`src/rtl/qpi_wb_slave_bridge_if.sv`:
```
// Bus bundle between a pipelined Wishbone master and the QPI memory-controller
// front end; the bridge uses the slave view, the bus owner the master view.
interface qpi_wb_slave_bridge_if #(
  parameter int AW = 24,
  parameter int DW = 32
) ();

  logic            i_wb_cyc;
  logic            i_wb_stb;
  logic            i_wb_we;
  logic [AW-1:0]   i_wb_addr;
  logic [DW/8-1:0] i_wb_sel;
  logic [DW-1:0]   i_wb_data;
  logic            o_wb_ack;
  logic            o_wb_stall;
  logic [DW-1:0]   o_wb_data;

  logic            qpi_do_read;
  logic            qpi_do_write;
  logic [AW-1:0]   qpi_addr;
  logic [DW-1:0]   qpi_wdata;
  logic [DW-1:0]   qpi_rdata;
  logic            qpi_next_word;
  logic            qpi_is_idle;

  modport slave (
    input  i_wb_cyc, i_wb_stb, i_wb_we, i_wb_addr, i_wb_sel, i_wb_data,
    output o_wb_ack, o_wb_stall, o_wb_data,
    output qpi_do_read, qpi_do_write, qpi_addr, qpi_wdata,
    input  qpi_rdata, qpi_next_word, qpi_is_idle
  );

  modport master (
    output i_wb_cyc, i_wb_stb, i_wb_we, i_wb_addr, i_wb_sel, i_wb_data,
    input  o_wb_ack, o_wb_stall, o_wb_data,
    input  qpi_do_read, qpi_do_write, qpi_addr, qpi_wdata,
    output qpi_rdata, qpi_next_word, qpi_is_idle
  );

endinterface

```
`src/rtl/qpi_wb_slave_bridge.sv`:
```
// Wishbone pipelined slave feeding a QPI memory controller: one pending slot,
// one in-flight word, and burst continuation for contiguous same-direction words.
module qpi_wb_slave_bridge #(
  parameter int AW       = 24,
  parameter int DW       = 32,
  parameter int ADDR_INC = 2
) (
  input logic                  clk,
  input logic                  rst,
  qpi_wb_slave_bridge_if.slave bus
);

  typedef enum logic [1:0] {
    IDLE   = 2'd0,
    ACTIVE = 2'd1,
    DRAIN  = 2'd2
  } state_t;

  state_t        state_r;
  state_t        state_nxt_s;

  logic          pend_valid_r;
  logic          pend_we_r;
  logic [AW-1:0] pend_addr_r;
  logic [DW-1:0] pend_data_r;

  logic          cur_we_r;
  logic [AW-1:0] cur_addr_r;
  logic [DW-1:0] cur_data_r;

  logic          ack_r;
  logic [DW-1:0] rdata_r;
  logic          do_read_r;
  logic          do_write_r;

  logic          accept_s;
  logic          launch_s;
  logic          cont_s;
  logic          word_done_s;
  logic          burst_match_s;
  logic          we_nxt_s;
  logic [AW-1:0] next_addr_s;

  // Requests land only in an empty slot, so loading and draining the slot never coincide.
  assign accept_s      = bus.i_wb_cyc & bus.i_wb_stb & ~pend_valid_r;
  assign next_addr_s   = cur_addr_r + AW'(ADDR_INC);
  assign burst_match_s = pend_valid_r & (pend_we_r == cur_we_r) &
                         (pend_addr_r == next_addr_s) & bus.i_wb_cyc;
  assign we_nxt_s      = (launch_s | cont_s) ? pend_we_r : cur_we_r;

  // Next-state and transfer strobes.
  always_comb begin
    state_nxt_s = state_r;
    launch_s    = 1'b0;
    cont_s      = 1'b0;
    word_done_s = 1'b0;
    case (state_r)
      IDLE: begin
        if (pend_valid_r && bus.qpi_is_idle && bus.i_wb_cyc) begin
          launch_s    = 1'b1;
          state_nxt_s = ACTIVE;
        end else begin
          state_nxt_s = IDLE;
        end
      end
      ACTIVE: begin
        if (bus.qpi_next_word) begin
          word_done_s = 1'b1;
          if (burst_match_s) begin
            cont_s      = 1'b1;
            state_nxt_s = ACTIVE;
          end else begin
            state_nxt_s = DRAIN;
          end
        end else begin
          state_nxt_s = ACTIVE;
        end
      end
      DRAIN: begin
        // do_* is already low during the first DRAIN cycle, so IDLE is never
        // reached before the controller has seen the strobe fall.
        if (bus.qpi_is_idle) begin
          state_nxt_s = IDLE;
        end else begin
          state_nxt_s = DRAIN;
        end
      end
      default: begin
        state_nxt_s = IDLE;
      end
    endcase
  end

  // State register.
  always_ff @(posedge clk or negedge rst) begin
    if (!rst) begin
      state_r <= IDLE;
    end else begin
      state_r <= state_nxt_s;
    end
  end

  // Pending slot: filled on accept, emptied on launch/continuation or when the cycle ends.
  always_ff @(posedge clk or negedge rst) begin
    if (!rst) begin
      pend_valid_r <= 1'b0;
      pend_we_r    <= 1'b0;
      pend_addr_r  <= {AW{1'b0}};
      pend_data_r  <= {DW{1'b0}};
    end else if (accept_s) begin
      pend_valid_r <= 1'b1;
      pend_we_r    <= bus.i_wb_we;
      pend_addr_r  <= bus.i_wb_addr;
      pend_data_r  <= bus.i_wb_data;
    end else if (launch_s || cont_s || !bus.i_wb_cyc) begin
      pend_valid_r <= 1'b0;
    end
  end

  // Current-transfer register drives the controller address and write data.
  always_ff @(posedge clk or negedge rst) begin
    if (!rst) begin
      cur_we_r   <= 1'b0;
      cur_addr_r <= {AW{1'b0}};
      cur_data_r <= {DW{1'b0}};
    end else if (launch_s || cont_s) begin
      cur_we_r   <= pend_we_r;
      cur_addr_r <= pend_addr_r;
      cur_data_r <= pend_data_r;
    end
  end

  // Controller strobes follow the state entered at this edge and its direction.
  always_ff @(posedge clk or negedge rst) begin
    if (!rst) begin
      do_read_r  <= 1'b0;
      do_write_r <= 1'b0;
    end else begin
      do_read_r  <= (state_nxt_s == ACTIVE) & ~we_nxt_s;
      do_write_r <= (state_nxt_s == ACTIVE) &  we_nxt_s;
    end
  end

  // Wishbone response: ack only if the master still owns the cycle.
  always_ff @(posedge clk or negedge rst) begin
    if (!rst) begin
      ack_r   <= 1'b0;
      rdata_r <= {DW{1'b0}};
    end else begin
      ack_r <= word_done_s & bus.i_wb_cyc;
      if (word_done_s && !cur_we_r) begin
        rdata_r <= bus.qpi_rdata;
      end
    end
  end

  assign bus.o_wb_ack     = ack_r;
  assign bus.o_wb_stall   = pend_valid_r;
  assign bus.o_wb_data    = rdata_r;
  assign bus.qpi_do_read  = do_read_r;
  assign bus.qpi_do_write = do_write_r;
  assign bus.qpi_addr     = cur_addr_r;
  assign bus.qpi_wdata    = cur_data_r;

endmodule

```
`src/flat_wrapper.sv`:
```
// flat-port wrapper written by rule: the top's interface ports become plain ports
module qpi_wb_slave_bridge_flat 
#(
  parameter int AW       = 24,
  parameter int DW       = 32,
  parameter int ADDR_INC = 2
)
  (clk, rst, bus_i_wb_cyc, bus_i_wb_stb, bus_i_wb_we, bus_i_wb_addr, bus_i_wb_sel, bus_i_wb_data, bus_o_wb_ack, bus_o_wb_stall, bus_o_wb_data, bus_qpi_do_read, bus_qpi_do_write, bus_qpi_addr, bus_qpi_wdata, bus_qpi_rdata, bus_qpi_next_word, bus_qpi_is_idle);
  qpi_wb_slave_bridge_if #(.AW(AW), .DW(DW)) bus_i ();
  input logic clk;
  input logic rst;
  input wire logic [$bits(bus_i.i_wb_cyc)-1:0] bus_i_wb_cyc;
  input wire logic [$bits(bus_i.i_wb_stb)-1:0] bus_i_wb_stb;
  input wire logic [$bits(bus_i.i_wb_we)-1:0] bus_i_wb_we;
  input wire logic [$bits(bus_i.i_wb_addr)-1:0] bus_i_wb_addr;
  input wire logic [$bits(bus_i.i_wb_sel)-1:0] bus_i_wb_sel;
  input wire logic [$bits(bus_i.i_wb_data)-1:0] bus_i_wb_data;
  output wire logic [$bits(bus_i.o_wb_ack)-1:0] bus_o_wb_ack;
  output wire logic [$bits(bus_i.o_wb_stall)-1:0] bus_o_wb_stall;
  output wire logic [$bits(bus_i.o_wb_data)-1:0] bus_o_wb_data;
  output wire logic [$bits(bus_i.qpi_do_read)-1:0] bus_qpi_do_read;
  output wire logic [$bits(bus_i.qpi_do_write)-1:0] bus_qpi_do_write;
  output wire logic [$bits(bus_i.qpi_addr)-1:0] bus_qpi_addr;
  output wire logic [$bits(bus_i.qpi_wdata)-1:0] bus_qpi_wdata;
  input wire logic [$bits(bus_i.qpi_rdata)-1:0] bus_qpi_rdata;
  input wire logic [$bits(bus_i.qpi_next_word)-1:0] bus_qpi_next_word;
  input wire logic [$bits(bus_i.qpi_is_idle)-1:0] bus_qpi_is_idle;
  assign bus_i.i_wb_cyc = bus_i_wb_cyc;
  assign bus_i.i_wb_stb = bus_i_wb_stb;
  assign bus_i.i_wb_we = bus_i_wb_we;
  assign bus_i.i_wb_addr = bus_i_wb_addr;
  assign bus_i.i_wb_sel = bus_i_wb_sel;
  assign bus_i.i_wb_data = bus_i_wb_data;
  assign bus_o_wb_ack = bus_i.o_wb_ack;
  assign bus_o_wb_stall = bus_i.o_wb_stall;
  assign bus_o_wb_data = bus_i.o_wb_data;
  assign bus_qpi_do_read = bus_i.qpi_do_read;
  assign bus_qpi_do_write = bus_i.qpi_do_write;
  assign bus_qpi_addr = bus_i.qpi_addr;
  assign bus_qpi_wdata = bus_i.qpi_wdata;
  assign bus_i.qpi_rdata = bus_qpi_rdata;
  assign bus_i.qpi_next_word = bus_qpi_next_word;
  assign bus_i.qpi_is_idle = bus_qpi_is_idle;
  qpi_wb_slave_bridge #(.AW(AW), .DW(DW), .ADDR_INC(ADDR_INC)) u_core (.clk(clk), .rst(rst), .bus(bus_i));
endmodule
```
`config.mk`:
```
export PLATFORM = sky130hd
export DESIGN_NAME = qpi_wb_slave_bridge_flat
export DESIGN_NICKNAME = d
export VERILOG_FILES = /design/src/rtl/qpi_wb_slave_bridge_if.sv /design/src/rtl/qpi_wb_slave_bridge.sv /design/src/flat_wrapper.sv
export SDC_FILE = /design/constraint.sdc
export NUM_CORES = 1
export LEC_CHECK = 0
export CORE_MARGIN = 8
export CORE_UTILIZATION = 45
export CTS_CLUSTER_DIAMETER = 80
export DETAILED_ROUTE_END_ITERATION = 8
export PLACE_DENSITY_LB_ADDON = 0.08
export SETUP_SLACK_MARGIN = 0.15
export SLEW_MARGIN = 10
export SYNTH_ARGS = -nofsm -noshare
export SYNTH_HDL_FRONTEND = slang
export SYNTH_SLANG_ARGS = --single-unit
export TNS_END_PERCENT = 20
```
`constraint.sdc`:
```
create_clock -name clk -period 7.7 [get_ports clk]
set_clock_uncertainty 0.1 [all_clocks]
set_input_delay 1.54 -clock clk [delete_from_list [all_inputs] [get_ports clk]]
set_output_delay 1.54 -clock clk [all_outputs]
set_load 0.005 [all_outputs]
```
Yosys cells after proc, flatten, opt, wreduce, memory -nomap -nowiden. Index checks and enable logic that the tools add are counted.

Word-level logic and storage cells: 53. Register bits: 152. Bits of input ports: 99.

Mux-type cells: 15. Add/sub/neg operators: 1. Bitwise gates (word level): 11. Reduce and logical (&&, ||, !) cells: 9. Eq/ne operators: 5.

Operators with widths (count): $add A24 B2 Y24 const B (1); $eq A24 B24 Y1 (1); $mux W1 (11); $and A1 B1 Y1 (8); $mux W2 (3); $pmux W2 S3 (1); $eq A2 B1 Y1 const B (2); $logic_and A1 B1 Y1 (3); $eq A2 B2 Y1 const B (1); $logic_not A1 Y1 (2); $logic_not A2 Y1 (1); $logic_or A1 B1 Y1 (2); $not A1 Y1 (2); $reduce_bool A2 Y1 (1); $eq A1 B1 Y1 (1); $or A1 B1 Y1 (1).

Longest topological paths before layout.
Depth after elaboration: 11. Depth in mapped cells: 11. Depth with buffers taken out: 9.

Worst setup path after synthesis. OpenSTA, ideal clock, no wires.

Kind: in2reg. From: input bus_i_wb_cyc. To: register u_core.cur_data_r[13] (netlist: u_core.bus.qpi_wdata[13]). Arrival: 2.822 ns. Buffers on the path: 2. Path slack: 4.653 ns. Stages on the path: 8. Library setup time: 0.125 ns. Path through: nand3_1 > nor4_1 > nand3b_1 > nor4_4 > nor2_2 > buf_6 > buf_6 > mux2_4.

Longest elaborated chain between the ends: 5.

Ends and longest elaborated chain: from (decl) (RTL line flat_wrapper.sv:12) `input wire logic [$bits(bus_i.i_wb_cyc)-1:0] bus_i_wb_cyc;`; $and A1 B1 Y1 (RTL line qpi_wb_slave_bridge.sv:48) `(pend_addr_r == next_addr_s) & bus.i_wb_cyc;`; $mux W1 (RTL line qpi_wb_slave_bridge.sv:69) `if (burst_match_s) begin`; $mux W1 (RTL line qpi_wb_slave_bridge.sv:67) `if (bus.qpi_next_word) begin`; $mux W1 (RTL line qpi_wb_slave_bridge.sv:57) `case (state_r)`; $logic_or A1 B1 Y1 * (RTL line qpi_wb_slave_bridge.sv:126) `end else if (launch_s || cont_s) begin`; to (signal assigned) (RTL line qpi_wb_slave_bridge.sv:125) `cur_data_r <= {DW{1'b0}};`; to (signal assigned) (RTL line qpi_wb_slave_bridge.sv:129) `cur_data_r <= pend_data_r;`; to (decl) (RTL line qpi_wb_slave_bridge.sv:29) `logic [DW-1:0] cur_data_r;`.

Every way passes the cells marked *; elsewhere a longest branch is shown, timed or not. A chain may end at the register's enable or synchronous reset.

Worst setup path after layout.
From: register u_core.cur_addr_r[4] (netlist: u_core.bus.qpi_addr[4]). To: register u_core.cur_data_r[1] (netlist: u_core.bus.qpi_wdata[1]).

Longest elaborated chain between the ends: 8.

Ends and longest elaborated chain: from (decl) (RTL line qpi_wb_slave_bridge.sv:28) `logic [AW-1:0] cur_addr_r;`; from (signal assigned) (RTL line qpi_wb_slave_bridge.sv:124) `cur_addr_r <= {AW{1'b0}};`; from (signal assigned) (RTL line qpi_wb_slave_bridge.sv:128) `cur_addr_r <= pend_addr_r;`; $add A24 B2 Y24 (RTL line qpi_wb_slave_bridge.sv:46) `assign next_addr_s = cur_addr_r + AW'(ADDR_INC);`; $eq A24 B24 Y1 (RTL line qpi_wb_slave_bridge.sv:48); $and A1 B1 Y1 (RTL line qpi_wb_slave_bridge.sv:47) `assign burst_match_s = pend_valid_r & (pend_we_r == cur_we_r) &`; $and A1 B1 Y1 (RTL line qpi_wb_slave_bridge.sv:48); $mux W1 (RTL line qpi_wb_slave_bridge.sv:69); $mux W1 (RTL line qpi_wb_slave_bridge.sv:67); $mux W1 (RTL line qpi_wb_slave_bridge.sv:57); $logic_or A1 B1 Y1 (RTL line qpi_wb_slave_bridge.sv:126).

Every way passes these cells.

==> results.md <==
- Status: finished clean
- Post-Synth Adder-Cell Area: 0.188%
- Final period utilization: 47.5%
- Die height: roughly 140 µm
- Core footprint: 14,500 µm²
- Sequential-to-total area share from yosys stat: 57.1%
- Critical path data arrival time: 3850 ps
- Post-Synth XOR/XNOR Area: roughly 3.8%
- Number of synthesized flops with an enable pin: 0
- Mean post-synth cell area: between 10 and 15 µm²
- Root Buffer: clkbuf_16
- Main flop type after synthesis: dfrtp_1
- WS Path Type: reg2reg
- DR DRC count: 0
- CTS max path bufs: 2
- CTS tree: done
- Dpl cells: approximately 820
- Crit path capture type: flop
- Fin. max-slew vios: 0
- Setup slack after layout: ~4000 ps
- Synth area leaders: dfrtp_1 (57%), mux2_2 (21%), mux2_4 (4.1%)
- Synth Area in Compound Gates: 3.53%
- Diode count: 0
- Routability Congestion: 0.790
- Pin slew with the least headroom to its limit: about 1000 ps
- Commonest non-fill, non-tap cell in the layout: clkdlybuf4s50_1
- Number of synthesized register bits: 152
- Setup bufs post-CTS: 0
- Yosys cell types: 50
- CTS Buf Count: 17
- Pre-CTS setup slack: between 3000 and 4000 ps
- Ys async rst share: 100%
- Hold Violations, Final: 0
- Starting Density: 46.0%
- Gr ovfl total: 0
- Finished Layout Cells: ~850
- Achievable Freq: around 0.27 GHz
- Vias: 4,500
- Skew-Pair Late Insertion Delay: between 400 and 500 ps
- Largest area contributor in the netlist: dfrtp_1
- Total die area: approximately 19,000 µm²
- Largest net degree at the start of global routing: 85
- Setup TNS: 0 ps
- Area share of the largest cell type after synthesis: a little under three fifths
- Area grow syn2layout: 39.5%
- Vias per cell: 5.27
- Final nets: 758
- Cell Area, Synth: ~6700 µm²
- First-pass GRT wire length: 25,800 µm
- Min-delay worst type: reg2reg
- Leading cell types in the layout, fill and taps excluded: clkdlybuf4s50_1 (185), dfrtp_1 (152), mux2_2 (127)
- Synth Instances: 467
- Final antenna-violating net count: 0
- Post-cts sizing count: 0
- Drt wl/cell: about 19 µm
- Clk slew on worst S/H paths: 60 ps
- Fillers: 1,116
- DRT Wirelength: 16,200 µm
- Multiplexer share of the synthesized area: 25.7%
- Leakage dissipation: about 0.004 µW
- GRT Total Usage: 17.6%
- CP startpoint kind: flop
- IO Pins: 191
- I/O Buffers: between 150 and 200
- Critical path data required time: 7890 ps
- DP Wirelength: ~11,000 µm
- Overall Power: ~3500 µW
- Layout cell share with drive strength beyond 1: between 20% and 30%
- CTS H-tree lvls: 4
- Simple-Gate Fraction of Synth Area: 8.20%
- Vias in the first global route: ~4,900
- Initial antenna violation count: 0
- Hold_buf cts: 0
- R2R Setup Slk: around 4000 ps
- Final design utilization: 64.2%
- Largest family of logic cells by synthesized area: multiplexers
- Clock sink total: 152
- # setup viols final: 0
- Die W: 138 µm
- Maxcap violations: 0
- Min Tclk post-route: 3660 ps
- Unrepaired setup endpoints after global routing: false
- Pwr Density: 373 nW/µm²
- Peak VDD IR: roughly 0.26 mV
- Slew HR: 30.5%
- Detailed Route Iter0 Violations: between 150 and 200
- Num rows: between 40 and 50
- YS warnings: 0
- First-pass detailed-route iteration total: 4
- Syn Nets: 567
- Maximum fanout along the worst path: 58
## synthesized netlist by cell type, types with 2 or more instances
cell         n
o31ai_1      2
and2_1       2
dfrtp_1    152
a21oi_1      4
nand2_1     10
nand3_2      2
nor3_1       7
and3_1       3
o2111ai_1    2
nor2b_1      4
o21ai_0      6
nand2b_1     3
buf_2        5
nand4b_1     3
clkbuf_1    10
buf_6        3
nor4_1       6
xor2_1       7
mux2_2     127
nand4_1     10
and4_1       2
a31oi_1      3
mux2_4      18
a21o_1       2
nand3b_1     3
or3b_2       3
nor2_1       7
nand3_1     13
inv_1        2
a211oi_1     2
xnor2_1     22
o21a_1       4
## cell families after synthesis
group,count (synthesis)
mux,146
buf+inv,20
simple gates,86
compound gates,33
xor+xnor,29
flops,152
fa+ha+maj,1
## final timing paths
path                                                    startpoint                                   end  depth (start not counted)
worst max-delay path            u_core.bus.qpi_addr[4]$_DFFE_PN0P_   u_core.bus.qpi_wdata[1]$_DFFE_PN0P_                          9
worst min-delay path            u_core.pend_data_r[17]$_DFFE_PN0P_  u_core.bus.qpi_wdata[17]$_DFFE_PN0P_                          1
worst max register to register  u_core.bus.qpi_addr[4]$_DFFE_PN0P_   u_core.bus.qpi_wdata[1]$_DFFE_PN0P_                          9
worst min register to register  u_core.pend_data_r[17]$_DFFE_PN0P_  u_core.bus.qpi_wdata[17]$_DFFE_PN0P_                          1
max in group asynchronous                                      rst  u_core.bus.qpi_wdata[12]$_DFFE_PN0P_                          2
min in group asynchronous                                      rst   u_core.bus.qpi_addr[14]$_DFFE_PN0P_                          1
## worst max-delay path, stage by stage, from the launching register on
cell and delay (ps):
dfrtp_1 490, nand4_1 460, nor2_1 600, a311o_1 260, nand3_1 130, o2111ai_1 180
nor4_4 90, nor2_4 80, buf_4 720, mux2_2 420
## power breakdown
group	leakage (µW)	switching [µW]	internal, µW
sequential	0.00183	263	1100
combinational	0.00177	430	832
clock	0.000291	308	534
total	0.00389	1000	2470
## through the flow
step,instance area [µm²],hold WS [ps]
after floorplan,6670,375
after global placement,8700,381
after detailed placement,8700,387
after CTS,9300,401
after global routing,9300,413
final,9300,394
## state kept, by name, summed over array words and instances, names as in the netlist
register,count
u_core.pend_we_r,1
u_core.pend_data_r,32
u_core.bus.qpi_do_write,1
u_core.pend_addr_r,24
u_core.state_r,2
u_core.bus.qpi_addr,24
u_core.bus.o_wb_data,32
u_core.bus.qpi_do_read,1
u_core.bus.o_wb_stall,1
u_core.cur_we_r,1
u_core.bus.qpi_wdata,32
u_core.bus.o_wb_ack,1
## per-layer routing
layer / vias to the layer above / wire length, µm / part of all wire, % / GRT usage, %
met5: - / 0 / 0 / 0
met4: 0 / 130 / 0.80 / 4.42
met3: 8 / 1770 / 11 / 9.12
met2: 142 / 8000 / 49 / 28.8
met1: 2260 / 6300 / 39 / 19.9
li1: 2090 / - / - / -
## layout make-up
class                      count  area (µm²)  share of cell area, %
clock buffer                  24         482                   5.18
clock inverter                 7         116                   1.25
inverter                       2        7.51                 0.0807
multi-input combinational    295        2770                   29.8
sequential                   152        3800                   40.9
tap                          184         230                   2.48
timing repair buffer         190        1890                   20.4
No activity file was read; power rests on OpenSTA's default activity.
